### config.mk
export PLATFORM = sky130hd
export DESIGN_NAME = vga_fb_arbiter_flat
export DESIGN_NICKNAME = d
export VERILOG_FILES = /design/src/rtl/vga_fb_arbiter_if.sv /design/src/rtl/vga_fb_arbiter.sv /design/src/flat_wrapper.sv
export SDC_FILE = /design/constraint.sdc
export NUM_CORES = 1
export LEC_CHECK = 0
export BUFFER_PORTS_ARGS = -buffer_cell sky130_fd_sc_hd__buf_2
export CORE_MARGIN = 4
export CORE_UTILIZATION = 58
export CTS_BUF_LIST = sky130_fd_sc_hd__clkbuf_16
export DETAILED_ROUTE_END_ITERATION = 6
export PLACE_DENSITY = 0.91
export SLEW_MARGIN = 15
export SYNTH_ARGS = -nofsm -noshare
export SYNTH_HDL_FRONTEND = slang
export SYNTH_SLANG_ARGS = --single-unit
export TNS_END_PERCENT = 10
### constraint.sdc
create_clock -name clk50M -period 3.6 [get_ports clk50M]
set_input_delay 0.54 -clock clk50M [delete_from_list [all_inputs] [get_ports clk50M]]
set_output_delay 0.54 -clock clk50M [all_outputs]
set_load 0.03 [all_outputs]
### src/rtl/vga_fb_arbiter_if.sv
// Bus bundle for the framebuffer write-port arbiter.
// Carries the CPU store handshake, the rectangle-fill command and the
// framebuffer write port toward the vga driver. The slave modport is the
// arbiter itself; the master modport is whoever issues stores and fills.

`ifndef VGA_ADDR_WIDTH
`define VGA_ADDR_WIDTH 18
`endif
`ifndef VGA_DATA_WIDTH
`define VGA_DATA_WIDTH 8
`endif

interface vga_fb_arbiter_if #(
  parameter int ADDR_W = `VGA_ADDR_WIDTH,
  parameter int DATA_W = `VGA_DATA_WIDTH
);
  logic              cpu_req;
  logic [ADDR_W-1:0] cpu_addr;
  logic [DATA_W-1:0] cpu_data;
  logic              cpu_ack;

  logic              fill_start;
  logic [9:0]        fill_x0;
  logic [9:0]        fill_y0;
  logic [9:0]        fill_w;
  logic [9:0]        fill_h;
  logic [DATA_W-1:0] fill_color;
  logic              fill_busy;
  logic              fill_done;

  logic [ADDR_W-1:0] fb_write_addr;
  logic [DATA_W-1:0] fb_write_data;
  logic              fb_write_enable;

  modport master (
    output cpu_req, cpu_addr, cpu_data,
    output fill_start, fill_x0, fill_y0, fill_w, fill_h, fill_color,
    input  cpu_ack, fill_busy, fill_done,
    input  fb_write_addr, fb_write_data, fb_write_enable
  );

  modport slave (
    input  cpu_req, cpu_addr, cpu_data,
    input  fill_start, fill_x0, fill_y0, fill_w, fill_h, fill_color,
    output cpu_ack, fill_busy, fill_done,
    output fb_write_addr, fb_write_data, fb_write_enable
  );
endinterface

### src/rtl/vga_fb_arbiter.sv
// vga_fb_arbiter: owns the vga framebuffer write port and shares it between
// CPU single-pixel stores and a clipped rectangle-fill engine, issuing at
// most one framebuffer write per clk50M cycle.
// Optional feature macro: VGA_FB_CPU_PRIO_EN. When defined the CPU always
// wins contention; otherwise the two requesters alternate round-robin.

`ifndef VGA_ADDR_WIDTH
`define VGA_ADDR_WIDTH 18
`endif
`ifndef VGA_DATA_WIDTH
`define VGA_DATA_WIDTH 8
`endif
`ifndef VGA_WIDTH_MULT_SHIFT
`define VGA_WIDTH_MULT_SHIFT 9
`endif

module vga_fb_arbiter #(
  parameter int ADDR_W       = `VGA_ADDR_WIDTH,
  parameter int DATA_W       = `VGA_DATA_WIDTH,
  parameter int STRIDE_SHIFT = `VGA_WIDTH_MULT_SHIFT,
  parameter int FB_WIDTH     = 400,
  parameter int FB_HEIGHT    = 300
) (
  input logic             clk50M,
  input logic             rst_n,
  vga_fb_arbiter_if.slave bus
);

  localparam logic [10:0] FB_W11 = 11'(FB_WIDTH);
  localparam logic [10:0] FB_H11 = 11'(FB_HEIGHT);

  typedef enum logic [1:0] {IDLE, SETUP, RUN, DONE} fill_state_t;

  fill_state_t state, next_state;

  logic [9:0]        x0_q, y0_q, w_q, h_q;
  logic [9:0]        cx, cy;
  logic [DATA_W-1:0] color_q;
  logic [10:0]       x_end_q, y_end_q;
  logic [10:0]       sum_x, sum_y, x_end_c, y_end_c;
  logic              empty_rect, last_col, last_px;
  logic              cpu_elig, fill_elig, grant_cpu, grant_fill, accept_start;
  logic [ADDR_W-1:0] fill_addr;

  logic [ADDR_W-1:0] wr_addr_q;
  logic [DATA_W-1:0] wr_data_q;
  logic              wr_en_q, cpu_ack_q, busy_q, done_q;

`ifndef VGA_FB_CPU_PRIO_EN
  typedef enum logic {RR_CPU, RR_FILL} rr_owner_t;
  rr_owner_t rr_last;
`endif

  // Rectangle geometry: clipped end coordinates, empty test and cursor position
  always_comb begin
    sum_x      = {1'b0, x0_q} + {1'b0, w_q};
    sum_y      = {1'b0, y0_q} + {1'b0, h_q};
    x_end_c    = (sum_x > FB_W11) ? FB_W11 : sum_x;
    y_end_c    = (sum_y > FB_H11) ? FB_H11 : sum_y;
    empty_rect = (w_q == 10'd0) || (h_q == 10'd0) ||
                 ({1'b0, x0_q} >= FB_W11) || ({1'b0, y0_q} >= FB_H11);
    last_col   = ({1'b0, cx} == (x_end_q - 11'd1));
    last_px    = last_col && ({1'b0, cy} == (y_end_q - 11'd1));
    fill_addr  = (ADDR_W'(cy) << STRIDE_SHIFT) + ADDR_W'(cx);
  end

  // Decide who owns the write port this cycle
  always_comb begin
    cpu_elig   = bus.cpu_req && !cpu_ack_q;
    fill_elig  = (state == RUN);
    grant_cpu  = 1'b0;
    grant_fill = 1'b0;
`ifdef VGA_FB_CPU_PRIO_EN
    grant_cpu  = cpu_elig;
    grant_fill = fill_elig && !cpu_elig;
`else
    if (cpu_elig && fill_elig) begin
      grant_cpu  = (rr_last == RR_FILL);
      grant_fill = (rr_last == RR_CPU);
    end else begin
      grant_cpu  = cpu_elig;
      grant_fill = fill_elig;
    end
`endif
  end

  // Fill sequencing: accept a command, qualify it, paint it, report completion
  always_comb begin
    next_state   = state;
    accept_start = bus.fill_start && !busy_q && !done_q;
    case (state)
      IDLE:    if (accept_start) next_state = SETUP;
      SETUP:   next_state = empty_rect ? DONE : RUN;
      RUN:     if (grant_fill && last_px) next_state = DONE;
      DONE:    next_state = IDLE;
      default: next_state = IDLE;
    endcase
  end

  // Fill state register
  always_ff @(posedge clk50M or negedge rst_n) begin
    if (!rst_n) state <= IDLE;
    else        state <= next_state;
  end

  // Operand capture and raster cursor; the cursor only moves on granted cycles
  always_ff @(posedge clk50M or negedge rst_n) begin
    if (!rst_n) begin
      x0_q    <= '0;
      y0_q    <= '0;
      w_q     <= '0;
      h_q     <= '0;
      color_q <= '0;
      x_end_q <= '0;
      y_end_q <= '0;
      cx      <= '0;
      cy      <= '0;
    end else begin
      if (state == IDLE && accept_start) begin
        x0_q    <= bus.fill_x0;
        y0_q    <= bus.fill_y0;
        w_q     <= bus.fill_w;
        h_q     <= bus.fill_h;
        color_q <= bus.fill_color;
      end
      if (state == SETUP) begin
        x_end_q <= x_end_c;
        y_end_q <= y_end_c;
        cx      <= x0_q;
        cy      <= y0_q;
      end
      if (state == RUN && grant_fill) begin
        if (last_col) begin
          cx <= x0_q;
          cy <= cy + 10'd1;
        end else begin
          cx <= cx + 10'd1;
        end
      end
    end
  end

  // Registered write port and status; address/data hold when nobody is granted
  always_ff @(posedge clk50M or negedge rst_n) begin
    if (!rst_n) begin
      wr_addr_q <= '0;
      wr_data_q <= '0;
      wr_en_q   <= 1'b0;
      cpu_ack_q <= 1'b0;
      busy_q    <= 1'b0;
      done_q    <= 1'b0;
    end else begin
      wr_en_q   <= grant_cpu || grant_fill;
      cpu_ack_q <= grant_cpu;
      busy_q    <= (state == SETUP) || (state == RUN);
      done_q    <= (state == DONE);
      if (grant_cpu) begin
        wr_addr_q <= bus.cpu_addr;
        wr_data_q <= bus.cpu_data;
      end else if (grant_fill) begin
        wr_addr_q <= fill_addr;
        wr_data_q <= color_q;
      end
    end
  end

`ifndef VGA_FB_CPU_PRIO_EN
  // Remember the most recent winner so a contended cycle goes to the other side
  always_ff @(posedge clk50M or negedge rst_n) begin
    if (!rst_n)          rr_last <= RR_FILL;
    else if (grant_cpu)  rr_last <= RR_CPU;
    else if (grant_fill) rr_last <= RR_FILL;
  end
`endif

  assign bus.fb_write_addr   = wr_addr_q;
  assign bus.fb_write_data   = wr_data_q;
  assign bus.fb_write_enable = wr_en_q;
  assign bus.cpu_ack         = cpu_ack_q;
  assign bus.fill_busy       = busy_q;
  assign bus.fill_done       = done_q;

endmodule

### src/flat_wrapper.sv
// flat-port wrapper written by rule: the top's interface ports become plain ports
module vga_fb_arbiter_flat 
#(
  parameter int ADDR_W       = `VGA_ADDR_WIDTH,
  parameter int DATA_W       = `VGA_DATA_WIDTH,
  parameter int STRIDE_SHIFT = `VGA_WIDTH_MULT_SHIFT,
  parameter int FB_WIDTH     = 400,
  parameter int FB_HEIGHT    = 300
)
  (clk50M, rst_n, bus_cpu_req, bus_cpu_addr, bus_cpu_data, bus_fill_start, bus_fill_x0, bus_fill_y0, bus_fill_w, bus_fill_h, bus_fill_color, bus_cpu_ack, bus_fill_busy, bus_fill_done, bus_fb_write_addr, bus_fb_write_data, bus_fb_write_enable);
  vga_fb_arbiter_if #(.ADDR_W(ADDR_W), .DATA_W(DATA_W)) bus_i ();
  input logic clk50M;
  input logic rst_n;
  input wire logic [$bits(bus_i.cpu_req)-1:0] bus_cpu_req;
  input wire logic [$bits(bus_i.cpu_addr)-1:0] bus_cpu_addr;
  input wire logic [$bits(bus_i.cpu_data)-1:0] bus_cpu_data;
  input wire logic [$bits(bus_i.fill_start)-1:0] bus_fill_start;
  input wire logic [$bits(bus_i.fill_x0)-1:0] bus_fill_x0;
  input wire logic [$bits(bus_i.fill_y0)-1:0] bus_fill_y0;
  input wire logic [$bits(bus_i.fill_w)-1:0] bus_fill_w;
  input wire logic [$bits(bus_i.fill_h)-1:0] bus_fill_h;
  input wire logic [$bits(bus_i.fill_color)-1:0] bus_fill_color;
  output wire logic [$bits(bus_i.cpu_ack)-1:0] bus_cpu_ack;
  output wire logic [$bits(bus_i.fill_busy)-1:0] bus_fill_busy;
  output wire logic [$bits(bus_i.fill_done)-1:0] bus_fill_done;
  output wire logic [$bits(bus_i.fb_write_addr)-1:0] bus_fb_write_addr;
  output wire logic [$bits(bus_i.fb_write_data)-1:0] bus_fb_write_data;
  output wire logic [$bits(bus_i.fb_write_enable)-1:0] bus_fb_write_enable;
  assign bus_i.cpu_req = bus_cpu_req;
  assign bus_i.cpu_addr = bus_cpu_addr;
  assign bus_i.cpu_data = bus_cpu_data;
  assign bus_i.fill_start = bus_fill_start;
  assign bus_i.fill_x0 = bus_fill_x0;
  assign bus_i.fill_y0 = bus_fill_y0;
  assign bus_i.fill_w = bus_fill_w;
  assign bus_i.fill_h = bus_fill_h;
  assign bus_i.fill_color = bus_fill_color;
  assign bus_cpu_ack = bus_i.cpu_ack;
  assign bus_fill_busy = bus_i.fill_busy;
  assign bus_fill_done = bus_i.fill_done;
  assign bus_fb_write_addr = bus_i.fb_write_addr;
  assign bus_fb_write_data = bus_i.fb_write_data;
  assign bus_fb_write_enable = bus_i.fb_write_enable;
  vga_fb_arbiter #(.ADDR_W(ADDR_W), .DATA_W(DATA_W), .STRIDE_SHIFT(STRIDE_SHIFT), .FB_WIDTH(FB_WIDTH), .FB_HEIGHT(FB_HEIGHT)) u_core (.clk50M(clk50M), .rst_n(rst_n), .bus(bus_i));
endmodule
## Word-level counts from Yosys, hierarchy flattened

Cells that the tools add are included.

| cells by class | value |
|---|---|
| add/subtract/negate cells | 7 |
| $mul | 0 |
| divide/modulo/power cells | 0 |
| order comparisons | 4 |
| equality and inequality tests | 7 |
| shifts and indexed selects | 0 |
| mux-type cells | 20 |
| bitwise logic cells | 1 |
| reductions and logical operators | 22 |

Operators by type and width:

| kind | count |
|---|---|
| $mux 10 | 6 |
| $mux 18 | 2 |
| $add 10x10->11 | 2 |
| $eq 10x11->1 | 2 |
| $gt 11x9->1 const B | 2 |
| $mux 11 | 2 |
| $sub 11x1->11 const B | 2 |
| $add 10x1->10 const B | 2 |
| $ge 10x9->1 const B | 2 |
| $logic_not 10->1 | 2 |
| $add 18x10->18 | 1 |
| $mux 8 | 2 |
| $logic_and 1x1->1 | 8 |
| $pmux 2 s4 | 1 |
| $logic_or 1x1->1 | 5 |
| $mux 1 | 5 |
| $eq 2x2->1 const B | 2 |
| $mux 2 | 2 |
| $reduce_bool 2->1 | 2 |
| $logic_not 1->1 | 3 |
| $eq 2x1->1 const B | 1 |
| $logic_not 2->1 | 1 |
| $ne 2x1->1 const B | 1 |
| $ne 2x2->1 const B | 1 |
| other kinds (2) | 2 |

| storage, ports and cells | value |
|---|---|
| flip-flop bits (word level) | 123 |
| bits in latches | 0 |
| memory bits (writable) | 0 |
| memory bits (read-only) | 0 |
| bits of input ports | 78 |
| output and inout port bits | 30 |
| word-level logic and storage cells | 78 |
| memories kept | 0 |

## Depth between registers and ports, before layout

| depth | value |
|---|---|
| depth in word-level cells | 7 |
| depth in mapped cells | 11 |

## Worst setup path after synthesis

Ideal clock, no wire load.

| timing path | value |
|---|---|
| kind | reg-to-reg |
| start point | reg u_core.h_q[0] |
| end point | reg u_core.y_end_q[2] |
| library setup time | 128 ps |
| arrival time | 2648 ps |
| required time | 3472 ps |
| setup slack | 824 ps |
| stages on the path, launching flop included | 10 |
| period minus slack after synthesis | 2776 ps |
| cells stage by stage | dfrtp_1 -> ha_1 -> fa_1 -> a21o_1 -> a211o_1 -> a21oi_1 -> o2111ai_1 -> a2111o_1 -> a21oi_1 -> a21oi_1 |

| on the way | value |
|---|---|
| word-level cells in the longest chain between the ends | 3 |

RTL lines:

| element | line | text |
|---|---|---|
| from (decl) | vga_fb_arbiter.sv:36 | `logic [9:0] x0_q, y0_q, w_q, h_q;` |
| from (signal assigned) | vga_fb_arbiter.sv:123 | `h_q <= bus.fill_h;` |
| $add 10x10->11 * | vga_fb_arbiter.sv:57 | `sum_y = {1'b0, y0_q} + {1'b0, h_q};` |
| $gt 11x9->1 | vga_fb_arbiter.sv:59 | `y_end_c = (sum_y > FB_H11) ? FB_H11 : sum_y;` |
| $mux 11 * | vga_fb_arbiter.sv:59 |  |
| to (signal assigned) | vga_fb_arbiter.sv:128 | `y_end_q <= y_end_c;` |
| to (decl) | vga_fb_arbiter.sv:39 | `logic [10:0] x_end_q, y_end_q;` |

Every way passes the cells marked *; elsewhere a longest branch is shown, timed or not.
A chain may end at the register's enable or synchronous reset.

## Worst setup path after layout

| timing path | value |
|---|---|
| start point | reg u_core.h_q[0] |
| end point | reg u_core.y_end_q[0] |

Same word-level chain as after synthesis.

==> run summary <==
Hold Crit Class -> in -> async
Critical path origin -> u_core.h_q[0]
WL final -> 19.4 mm
Hold Buf Count CTS -> 0
Die width -> 123 µm
Die area -> 15200 µm²
Leakage -> 3.99 nW
Met1 Track Usage GR -> 35.4%
Syn nets -> 939
Max VDD drop -> 765 µV
Synthesized area -> 7710 µm²
Grt met3 use -> 5.81%
Worst-Margin Slew -> 0.724 ns
FF-to-FF Start -> u_core.h_q[0]
Crit. End Element -> flip-flop
Sequential fraction of the synthesis area -> 40.0%
Post CTS Setup Buffer Count -> 0
Vias in the first global route -> 6525
Initial antenna violation count -> 0
Max-Cap Viols -> 0
DIE HEIGHT -> 123 µm
Routed WL per cell -> 17.7 µm
Syn Inst Count -> 829
Required time of the critical path -> 3.96 ns
Most common cell in the synthesized netlist -> dfrtp_1
CP startpoint kind -> flip-flop
Crit Path Max Fanout -> 5
Final hold violations -> 0
Critical R2R Capture -> u_core.y_end_q[0]
Pre-Repair DR Iteration Count -> 5
Synth top area share -> 39.6%
Number of enable-type register cells in the synthesized netlist -> 0
Main area contributors after synthesis -> dfrtp_1, mux2_2, nor2_1
Yosys warns -> 0
CP Cell Sequence -> ha_1 -> fa_1 -> a21o_1 -> a211o_1 -> a21oi_1 -> o2111ai_1 -> a2111o_1 -> a21oi_1 -> a22o_1
Critical path class -> reg -> reg
Register clock-pin slew on the reported worst setup and hold paths -> 0.05 ns
Vias -> 6706
Post-route ant nets -> 0
Worst r2r path cells -> 9
CTS tree -> yes
Final setup violating endpoints -> 0
Worst hold slack -> 0.167 ns
Max Clock Freq -> 331 MHz
Num CTS Buffers -> 17
Fraction of registers with async set/reset -> 100%
Share of layout cells above drive strength 1 -> 24.1%
Relative slew slack -> 51.7%
M2 GR Usage -> 43.6%
PortBufs -> 107
Seq cells post-synth -> 123
GPL Wtd Cong -> 0.922
Setup slack, reg-to-reg -> 0.58 ns
IO Count -> 108
Final Max Tran Viols -> 0
DR vias/cell -> 6.10
Setup crit end -> u_core.y_end_q[0]
Area leader, netlist -> dfrtp_1
Cell mode on critical path -> a21oi_1
Tmin final -> 3.02 ns
H-tree Lvls -> 4
Initial Utilization -> 60.1%
Area Overhead vs Synth -> 16.2%
CTS max path bufs -> 2
Global-route wire length before repair -> 31.8 mm
Yosys cell types -> 80
Final TNS setup -> 0 ns
CTS Root Cell -> clkbuf_16
1st-iter DRT viols -> 507
Outcome -> finished clean
Post-synth top cells -> dfrtp_1, nor2_1, a21oi_1, nand2_1, mux2_2
Diode count -> 0
Gr busiest metal -> met2
Arr. time, crit path -> 3.39 ns
Core Box Area -> 12800 µm²
Unrepaired setup endpoints after global routing -> false
Slowest CP cell -> a2111o_1
Pin count of the biggest net entering global routing -> 70
DRC viols -> 0
Final nets -> 1025
Rows -> 41
Clock Skews -> 0.00679 ns
Gr ovfl total -> 0
Dpl hpwl -> 13.8 mm
Clk sinks -> 123
Gr usage total -> 26.6%
Power per cell area -> 1090 nW/µm²
Mapped Avg Cell Area -> 9.30 µm²
Part of the cycle the worst path needs -> 84.0%
Top_reg_cell synth -> dfrtp_1
Worst-Skew Late Latency -> 0.43 ns
Post_cts resized -> 0
Crit-path max cell delay -> 0.50 ns
## routing by layer
metal  vias to the layer above  share of wire, %
met3                        27               7.8
met2                       259                47
met1                      3216                43
met4                         0               1.5
li1                       3204                 -
met5                         -                 0
## layout make-up
type,instances,area [µm²]
Clock buffer,17,425
Clock inverter,15,165
Fill cell,983,3870
Inverter,24,90.1
Multi-Input combinational cell,632,4340
Sequential cell,123,3080
Tap cell,172,215
Timing Repair Buffer,117,638
## report_power, final
group          total (mW)  leakage [nW]  switching (mW)  internal (mW)
clock                1.72         0.305           0.591           1.13
sequential           2.90          1.47           0.856           2.04
combinational        5.17          2.22            2.95           2.22
## layout by cell type (no fill, tap or decap), drive strengths merged, types with 7 or more instances in the layout
master    n
nor3     11
o211ai    9
buf     117
inv      28
clkinv    7
mux2     49
nand2    55
nand4     9
o21ai    24
or2       8
nand2b   14
clkbuf   17
o22ai    21
and3     11
xor2     18
ha       30
dfrtp   122
or3      10
nand3    21
or4       7
nor2b    10
a21o     15
a21oi    55
nor4      9
xnor2    18
nor2    110
a31oi    24
## cells by family after synthesis
family                   count (synthesis)  synth area share [%]
buffers and inverters                   74                  3.93
adder cells (fa/ha/maj)                 32                  5.39
flip-flops                             123                  40.0
AO/OA/AOI/OAI                          216                  19.6
multiplexers                            54                  7.86
AND/OR/NAND/NOR                        294                  19.2
XOR/XNOR                                36                  4.09
## flip-flops by register name, summed over array words and instances, names as in the netlist, 2 cells and up
signal,count
u_core.color_q,8
u_core.y_end_q,11
u_core.w_q,10
u_core.cy,10
u_core.bus.fb_write_addr,18
u_core.bus.fb_write_data,8
u_core.y0_q,10
u_core.cx,10
u_core.x0_q,10
u_core.h_q,10
u_core.state,2
u_core.x_end_q,11
## worst max-delay path, delay by kind of cell, from the launching register on
| kind | cells | cell delay (ns) |
|---|---|---|
| DFF | 1 | 0.38 |
| AOI/OAI and AO/OA | 7 | 1.93 |
| adders and majority gates | 2 | 0.64 |
## how the worst min path moves through the flow
stage                                  from                          end  slack, ns  cells after the start
after floorplan                       rst_n           u_core.bus.cpu_ack       0.24                      0
after global placement    u_core.color_q[1]            u_core.color_q[1]       0.49                      1
after detailed placement  u_core.color_q[2]            u_core.color_q[2]       0.50                      1
after CTS                             rst_n  u_core.bus.fb_write_addr[3]       0.19                      1
after global routing                  rst_n                 u_core.cx[4]       0.23                      1
final                                 rst_n  u_core.bus.fb_write_addr[5]       0.17                      1
## stage by stage
| step | utilization, % | setup WS [ns] | instance area [µm²] | total power [mW] | std cells |
|---|---|---|---|---|---|
| after floorplan | - | 0.824 | 7710 | 6.70 | 829 |
| after global placement | 65.2 | 0.663 | 8360 | 7.79 | 1068 |
| after detailed placement | 65.2 | 0.593 | 8360 | 7.96 | 1068 |
| after CTS | 69.8 | 0.575 | 8950 | 9.76 | 1100 |
| after global routing | 69.8 | 0.358 | 8950 | 10.5 | 1100 |
| final | 69.8 | 0.577 | 8950 | 9.79 | 1100 |
No activity file was read; power rests on OpenSTA's default activity.
